<file path="src/rtl/pipe_pkg.sv">
// pipe_pkg: shared types and constants for the 16-bit five-stage pipeline
// hazard logic.
//   pipe_tag_t      destination tag carried for one in-flight instruction
//   FWD_RF          forwarding select value meaning "read the register file"
//   FWD_STAGE_BASE  select value of tag entry 0 (entry k -> k + FWD_STAGE_BASE)
//   NOP_INSTR       instruction word loaded into ID/EX when a bubble is issued
//   BUBBLE_TAG      tag that a bubble leaves in the tag pipeline
package pipe_pkg;

  // Tag address storage is sized for the widest register file supported.
  // Narrower files are zero-extended into it.
  localparam int unsigned MAX_REG_AW = 8;

  typedef logic [MAX_REG_AW-1:0] reg_addr_t;

  typedef struct packed {
    logic      valid;
    logic      we;
    logic      is_load;
    reg_addr_t addr;
  } pipe_tag_t;

  localparam int unsigned FWD_RF         = 0;
  localparam int unsigned FWD_STAGE_BASE = 1;

  localparam logic [15:0] NOP_INSTR  = 16'h0000;
  localparam pipe_tag_t   BUBBLE_TAG = '0;

endpackage

</file>
<file path="src/rtl/hazard_tag_pipe.sv">
// hazard_tag_pipe: PIPE_DEPTH-entry shift register of destination tags for
// the instructions in flight after ID (entry 0 = EX, entry PIPE_DEPTH-1 = WB).
//   clk     clock
//   rst     asynchronous active-high clear; every entry becomes invalid
//   tag_i   tag of the instruction currently in ID
//   kill_i  1 = ID is not advancing into EX, insert a bubble tag instead
//   tags_o  current contents of all entries
module hazard_tag_pipe
  import pipe_pkg::*;
#(
  parameter int unsigned PIPE_DEPTH = 3
) (
  input  logic                       clk,
  input  logic                       rst,
  input  pipe_tag_t                  tag_i,
  input  logic                       kill_i,
  output pipe_tag_t [PIPE_DEPTH-1:0] tags_o
);

  pipe_tag_t [PIPE_DEPTH-1:0] tags_q;
  pipe_tag_t [PIPE_DEPTH-1:0] tags_d;

  always_comb begin
    tags_d = {tags_q[PIPE_DEPTH-2:0], (kill_i ? BUBBLE_TAG : tag_i)};
  end

  always_ff @(posedge clk or posedge rst) begin
    if (rst) begin
      tags_q <= '0;
    end else begin
      tags_q <= tags_d;
    end
  end

  assign tags_o = tags_q;

endmodule

</file>
<file path="src/rtl/pipe_hazard_ctrl.sv">
// pipe_hazard_ctrl: hazard detection and forwarding control beside the ID
// stage. Tracks destination tags of in-flight instructions and produces
// stall / bubble / flush and per-source forwarding selects every cycle.
//   clk, rst                      clock, asynchronous active-high reset
//   id_valid                      ID holds a real instruction
//   id_src{0,1}_addr/_use         source register addresses and read enables
//   id_dst_addr, id_dst_we        destination register and write enable
//   id_is_load                    result appears in MEM rather than EX
//   br_taken                      branch/jump resolved taken in EX
//   stall                         hold PC and IF/ID
//   bubble                        load a NOP into ID/EX
//   flush                         clear IF/ID
//   fwd_sel{0,1}                  0 = register file, k = result of tag entry k-1
//   stall_cnt, flush_cnt          saturating event counters
// REG_AW must not exceed pipe_pkg::MAX_REG_AW.
module pipe_hazard_ctrl
  import pipe_pkg::*;
#(
  parameter int unsigned REG_AW     = 4,
  parameter int unsigned PIPE_DEPTH = 3,
  parameter int unsigned FWD_EN     = 1,
  parameter int unsigned ZERO_REG   = 1,
  parameter int unsigned CNT_W      = 16,
  localparam int unsigned FSW       = $clog2(PIPE_DEPTH + 1)
) (
  input  logic              clk,
  input  logic              rst,
  input  logic              id_valid,
  input  logic [REG_AW-1:0] id_src0_addr,
  input  logic [REG_AW-1:0] id_src1_addr,
  input  logic              id_src0_use,
  input  logic              id_src1_use,
  input  logic [REG_AW-1:0] id_dst_addr,
  input  logic              id_dst_we,
  input  logic              id_is_load,
  input  logic              br_taken,
  output logic              stall,
  output logic              bubble,
  output logic              flush,
  output logic [FSW-1:0]    fwd_sel0,
  output logic [FSW-1:0]    fwd_sel1,
  output logic [CNT_W-1:0]  stall_cnt,
  output logic [CNT_W-1:0]  flush_cnt
);

  // WB is excluded from hazards: the register file writes in the first
  // half-cycle, so ID reads the new value directly.
  localparam logic [PIPE_DEPTH-1:0] FWD_WINDOW = {1'b0, {(PIPE_DEPTH-1){1'b1}}};
  // Only a load sitting in EX is too late to forward from.
  localparam logic [PIPE_DEPTH-1:0] EX_SLOT    = {{(PIPE_DEPTH-1){1'b0}}, 1'b1};

  pipe_tag_t                  id_tag;
  pipe_tag_t [PIPE_DEPTH-1:0] tags;

  logic [PIPE_DEPTH-1:0] hit0, hit1;
  logic [PIPE_DEPTH-1:0] haz0, haz1;
  logic [PIPE_DEPTH-1:0] ld_vec;
  logic                  raw_stall;

  logic [CNT_W-1:0] stall_cnt_q, stall_cnt_d;
  logic [CNT_W-1:0] flush_cnt_q, flush_cnt_d;

  function automatic logic src_match(input pipe_tag_t         t,
                                     input logic [REG_AW-1:0] a,
                                     input logic              src_use);
    reg_addr_t a_ext;
    a_ext              = '0;
    a_ext[REG_AW-1:0]  = a;
    return src_use & t.valid & t.we & (t.addr == a_ext) &
           ((a != '0) | (ZERO_REG == 0));
  endfunction

  // Lowest index wins: entry 0 holds the youngest, most recent value.
  function automatic logic [FSW-1:0] youngest(input logic [PIPE_DEPTH-1:0] haz);
    logic [FSW-1:0] sel;
    logic           found;
    sel   = FSW'(FWD_RF);
    found = 1'b0;
    for (int unsigned k = 0; k < PIPE_DEPTH; k++) begin
      if (haz[k] && !found) begin
        sel   = FSW'(k + FWD_STAGE_BASE);
        found = 1'b1;
      end
    end
    return sel;
  endfunction

  always_comb begin
    id_tag                      = BUBBLE_TAG;
    id_tag.valid                = id_valid;
    id_tag.we                   = id_dst_we;
    id_tag.is_load              = id_is_load;
    id_tag.addr[REG_AW-1:0]     = id_dst_addr;
  end

  hazard_tag_pipe #(
    .PIPE_DEPTH(PIPE_DEPTH)
  ) u_tags (
    .clk    (clk),
    .rst    (rst),
    .tag_i  (id_tag),
    .kill_i (bubble),
    .tags_o (tags)
  );

  always_comb begin
    hit0   = '0;
    hit1   = '0;
    ld_vec = '0;
    for (int unsigned k = 0; k < PIPE_DEPTH; k++) begin
      hit0[k]   = src_match(tags[k], id_src0_addr, id_src0_use);
      hit1[k]   = src_match(tags[k], id_src1_addr, id_src1_use);
      ld_vec[k] = tags[k].is_load;
    end
    haz0 = hit0 & FWD_WINDOW;
    haz1 = hit1 & FWD_WINDOW;
  end

  always_comb begin
    raw_stall = 1'b0;
    fwd_sel0  = FSW'(FWD_RF);
    fwd_sel1  = FSW'(FWD_RF);
    if (FWD_EN != 0) begin
      raw_stall = |((haz0 | haz1) & ld_vec & EX_SLOT);
      fwd_sel0  = youngest(haz0);
      fwd_sel1  = youngest(haz1);
    end else begin
      raw_stall = |(haz0 | haz1);
    end
  end

  // Flush overrides stall; an empty ID slot never stalls.
  assign flush  = br_taken & ~rst;
  assign stall  = raw_stall & id_valid & ~flush;
  assign bubble = stall | flush;

  always_comb begin
    stall_cnt_d = stall_cnt_q;
    flush_cnt_d = flush_cnt_q;
    if (stall && (stall_cnt_q != '1)) begin
      stall_cnt_d = stall_cnt_q + CNT_W'(1);
    end
    if (flush && (flush_cnt_q != '1)) begin
      flush_cnt_d = flush_cnt_q + CNT_W'(1);
    end
  end

  always_ff @(posedge clk or posedge rst) begin
    if (rst) begin
      stall_cnt_q <= '0;
      flush_cnt_q <= '0;
    end else begin
      stall_cnt_q <= stall_cnt_d;
      flush_cnt_q <= flush_cnt_d;
    end
  end

  assign stall_cnt = stall_cnt_q;
  assign flush_cnt = flush_cnt_q;

endmodule

</file>
<file path="config.mk">
export PLATFORM = sky130hd
export DESIGN_NAME = pipe_hazard_ctrl
export DESIGN_NICKNAME = d
export VERILOG_FILES = /design/src/rtl/pipe_pkg.sv /design/src/rtl/hazard_tag_pipe.sv /design/src/rtl/pipe_hazard_ctrl.sv
export SDC_FILE = /design/constraint.sdc
export NUM_CORES = 1
export LEC_CHECK = 0
export ABC_AREA = 1
export BUFFER_PORTS_ARGS = -buffer_cell sky130_fd_sc_hd__buf_2
export CAP_MARGIN = 20
export CORE_AREA = 2 2 77 79
export CTS_CLUSTER_DIAMETER = 200
export CTS_CLUSTER_SIZE = 28
export DETAILED_ROUTE_END_ITERATION = 10
export DIE_AREA = 0 0 79 81
export PLACE_DENSITY = 0.87
export SKIP_LAST_GASP = 1
export SLEW_MARGIN = 20
export SYNTH_ARGS = -nofsm -noshare
export SYNTH_HDL_FRONTEND = slang
export SYNTH_SLANG_ARGS = --single-unit
</file>
<file path="constraint.sdc">
create_clock -name clk -period 1.7 [get_ports clk]
set_input_delay 0.085 -clock clk [delete_from_list [all_inputs] [get_ports clk]]
set_output_delay 0.085 -clock clk [all_outputs]
set_load 0.03 [all_outputs]
</file>
Word-level counts from Yosys, hierarchy flattened
Index checks and enable logic that the tools add are counted.

storage, ports and cells
  register bits = 53
  input port bits = 20
  output and inout port bits = 39
  word-level logic and storage cells = 56

operators by class
  add/subtract/negate cells = 2
  equality and inequality tests = 6
  muxes and demuxes = 7
  bitwise operators = 24
  reductions and logical operators = 8

operators by type and width
  kind                                            number
  adder 16 x 1 -> 16 bit (second input constant)  2
  == test 8 x 4 -> 1 bit                          4
  != test 16 bit (second input constant)          2
  bitwise AND 1 bit                               20
  2-to-1 mux 11 bit                               1
  nonzero test 4 bit                              2
  logical AND 1 bit                               4
  2-to-1 mux 1 bit                                4
  2-to-1 mux 2 bit                                2
  zero test 1 bit                                 2
  inverter 1 bit                                  2
  bitwise OR 1 bit                                2

Longest topological paths before layout
  word-level depth = 10
  mapped depth = 12
  gate-level depth less buffers = 11

Modules after synthesis
A second synthesis with hierarchy kept.

second synthesis, totals
  cells, all modules = 428
  area total of the unflattened synthesis = 3463.3 um2

by module, submodules not included
  module            instances  cells an instance  area each (um2)  sequential area each (um2)
  pipe_hazard_ctrl  1          349                2374.8           800.8
  hazard_tag_pipe   1          79                 1088.5           825.8

Worst setup path before layout
OpenSTA, ideal clock, no wires.

  path kind = input-to-reg
  start = in rst
  end = reg flush_cnt_q[5], in the netlist flush_cnt[5]
  setup time = 0.081 ns
  data arrival time = 2.250 ns
  data required time = 1.619 ns
  path slack = -0.630 ns
  stages on the path = 7
  path buffers = 1
  cell sequence = inv_1 -> nand2_1 -> inv_1 -> nand2_1 -> buf_4 -> nor2_1 -> xor2_1

on the way
  longest elaborated chain between the ends = 3

ends and longest elaborated chain
  what                    line                     RTL
  start: declaration      pipe_hazard_ctrl.sv:27   input logic rst,
  inverter 1 bit          pipe_hazard_ctrl.sv:133  assign flush = br_taken & ~rst;
  bitwise AND 1 bit       pipe_hazard_ctrl.sv:133
  net flush               pipe_hazard_ctrl.sv:39   output logic flush,
  logical AND 1 bit       pipe_hazard_ctrl.sv:143  if (flush && (flush_cnt_q != '1)) begin
  end signal: assignment  pipe_hazard_ctrl.sv:154  flush_cnt_q <= flush_cnt_d;
  end: declaration        pipe_hazard_ctrl.sv:61   logic [CNT_W-1:0] flush_cnt_q, flush_cnt_d;

The timed path passes the listed nets, and every way through them passes these cells.
A chain may end at the register's enable or synchronous reset.

Worst setup path after layout
  start = reg stall_cnt_q[1], in the netlist stall_cnt[1]
  end = reg stall_cnt_q[0], in the netlist stall_cnt[0]

on the way
  longest elaborated chain between the ends = 2

ends and longest elaborated chain
  what                      line                     RTL
  start: declaration        pipe_hazard_ctrl.sv:60   logic [CNT_W-1:0] stall_cnt_q, stall_cnt_d;
  start signal: assignment  pipe_hazard_ctrl.sv:153  stall_cnt_q <= stall_cnt_d;
  != test 16 bit            pipe_hazard_ctrl.sv:140  if (stall && (stall_cnt_q != '1)) begin
  logical AND 1 bit         pipe_hazard_ctrl.sv:140

Every way passes these cells.

==> run metrics <==
synth top area cells dfrtp_1 (42%), nand2_1 (14%), xor2_1 (8.6%); Ys Warns 0; final slew viol count 0; Max-cap violations 0; final critical-path required period 1621 ps; Max Clk Rate 617.0 MHz; fin crit share 95.34%; R2R cell count 9; Slew headroom 62.12%; Crit Path Class flip-flop to flip-flop; mapped cell area 2659 um^2; Synth top area share 42.35%; core area 5675 um^2; first-pass GRT wire length 9742 um; CTS clk-pin slew, worst paths 80 ps; syn_nets 365; Post-synth top cells nand2_1 (100), inv_1 (48), dfrtp_1 (45); Max Fanout on Critical Path 7; CTS tree built; vias in the first global route 2232; Routed WL 6071 um; final setup violation count 0; failing checks hold timing; total track usage 19.25%; Main synth FF type dfrtp_1; crit path launch stall_cnt[1]$_DFFE_PP0P_; CTS root buffer clkbuf_8; setup ws final 79.23 ps; startpoint types flip-flop; synthesis-to-finish area growth 28.56%; grt total ovfl 0; status finished, violations left; Crit-path slowest cell dfrtp_1; cells along the critical path ha_2 -> nand3_2 -> inv_1 -> nand2_2 -> nor4_4 -> nor2_4 -> buf_8 -> nand2_2 -> nand2_1; CTS Buf Count 5; Setup WS pre-CTS 45.44 ps; multi-input gate area in the final layout 1408 um^2; share of cells above drive strength 1 29.65%; Hold Slack -0.2728 ps; largest net degree at the start of global routing 46; Clk Latency, worst-skew pair 290 ps; #FFs+latches synth 45; DRC viols 0; FILL cells 496; cell with the most instances after synthesis nand2_1; worst-margin pin slew 568.2 ps; Layout Skew 6.680 ps; crit path DAT 1800 ps; DR iter-0 viols 83; CP dominant cell by count nand2_2; Final Hold Viols 1; Power Density 775.7 nW/um^2; CTS max path bufs 2; leak pwr 1.881 nW; CTS sink cnt 45; Inserted Diodes 0; Via Count 2402; vias per cell 4.804; # rows 28; VDD IR-drop max 0.8602 mV; Buf+Inv Stages, Crit Path 2; Die Height 81 um; Chip Width 79 um; final core occ 60.23%; H-Tree Level Count 2; initial antenna violation count 0; register area 1127 um^2; DP HPWL 4428 um; CP endpoint kind flip-flop; Hold Path Class input port to async pin; RSZ-0062 raised after global routing true; Top Family by Delay on Critical Path simple AND/OR/NAND/NOR gates; Seq/Total Area, Yosys 42.35%; Distinct cells, synth 26; critical path depth 9; Pre-antenna DRT Iters 4; leading area contributor after synthesis dfrtp_1; syn_area_per_cell 7.752 um^2; Placer Congestion 0.8551; Post-synth EDFFs 0; die area 6399 um^2; Top Ports 59; WP data required 1880 ps; DR WL/cell 12.14 um; r2r startpoint stall_cnt[1]$_DFFE_PP0P_; initial core utilization 46.85%; setup TNS 0 ps; asr flop ratio synth 100.0%; Routed Antenna Nets 0; port buffer count 58; CP peak stage delay 360 ps; cells after synthesis 343; Layout Nets 446
==> through the flow <==
stage / instances / total power, W / instance area, um^2
after floorplan: 343 / 0.001619 / 2691
after global placement: 477 / 0.001772 / 3070
after detailed placement: 477 / 0.001794 / 3070
after CTS: 491 / 0.002644 / 3252
after global routing: 500 / 0.002804 / 3418
final: 500 / 0.002651 / 3418
==> logic make-up (layout without fill, tap and decap cells) <==
| logic type | count (synthesis) | count (layout) | share of synthesized area [%] |
|---|---|---|---|
| AND/OR/NAND/NOR | 203 | 203 | 35.58 |
| buffers and inverters | 53 | 135 | 8.376 |
| flip-flops | 45 | 45 | 42.35 |
| XOR/XNOR | 37 | 37 | 12.19 |
| AO/OA/AOI/OAI | 3 | 3 | 0.5645 |
| adder cells (fa/ha/maj) | 2 | 2 | 0.9410 |
==> timing repair <==
item	CTS	global route
pin swaps	0	7
hold endpoints to repair	6	0
hold buffers	6	0
setup buffers	0	9
setup endpoints to repair	1	33
gates resized for setup	2	30
==> flip-flops by register name, summed over array words and instances, names as in the netlist <==
register / cells
flush_cnt: 16
u_tags.tags_o: 13
stall_cnt: 16
==> worst reg2reg max path, cell delays in order, from the launching register on <==
cell and delay, ps:
dfrtp_1 360, ha_2 220, nand3_2 110, inv_1 110, nand2_2 80, nor4_4 270
nor2_4 90, buf_8 160, nand2_2 60, nand2_1 50
==> layer usage <==
layer	routed length, um	vias to the layer above	track usage [%]
met4	48	0	7.241
met1	2786	1126	23.78
met2	3013	58	33.90
met5	0	-	0
met3	222	5	3.222
li1	-	1213	-
==> final timing paths <==
kind                                                     to  slack (ps)
worst max-delay path               stall_cnt[0]$_DFFE_PP0P_          80
worst max register to register     stall_cnt[0]$_DFFE_PP0P_          80
worst min register to register  u_tags.tags_o[21]$_DFF_PP0_         400
min in group clk                 u_tags.tags_o[9]$_DFF_PP0_          30
worst min-delay path               flush_cnt[2]$_DFFE_PP0P_        -0.3
max in group asynchronous          flush_cnt[0]$_DFFE_PP0P_        1270
==> placed cells by master (no fill, tap or decap), drive strengths merged <==
master and instances:
buf 72, nand3 20, o21ai 3, nand4 12, clkbuf 7, ha 2
nor4 2, nand3b 1, xnor2 11, nor3 10, dfrtp 45, inv 47
nor2 38, nor3b 1, bufinv 1, dlygate4sd3 6, nand2 119, clkinvlp 2
xor2 26
==> layout make-up <==
cell class                 count  area share (%)
inverter                      49           5.600
timing repair buffer          78           14.09
clock inverter                 1          0.8785
multi-input combinational    245           41.18
tap                           75           2.745
clock buffer                   7           2.526
sequential                    45           32.98
==> report_power, final <==
group	internal (W)	total [W]	leakage, nW	switching, W
sequential	0.00116	0.00126	0.596	0.0000970
combinational	0.000196	0.000566	1.23	0.000370
clock	0.000479	0.000830	0.0585	0.000350
(Power assumes the default switching activity.)
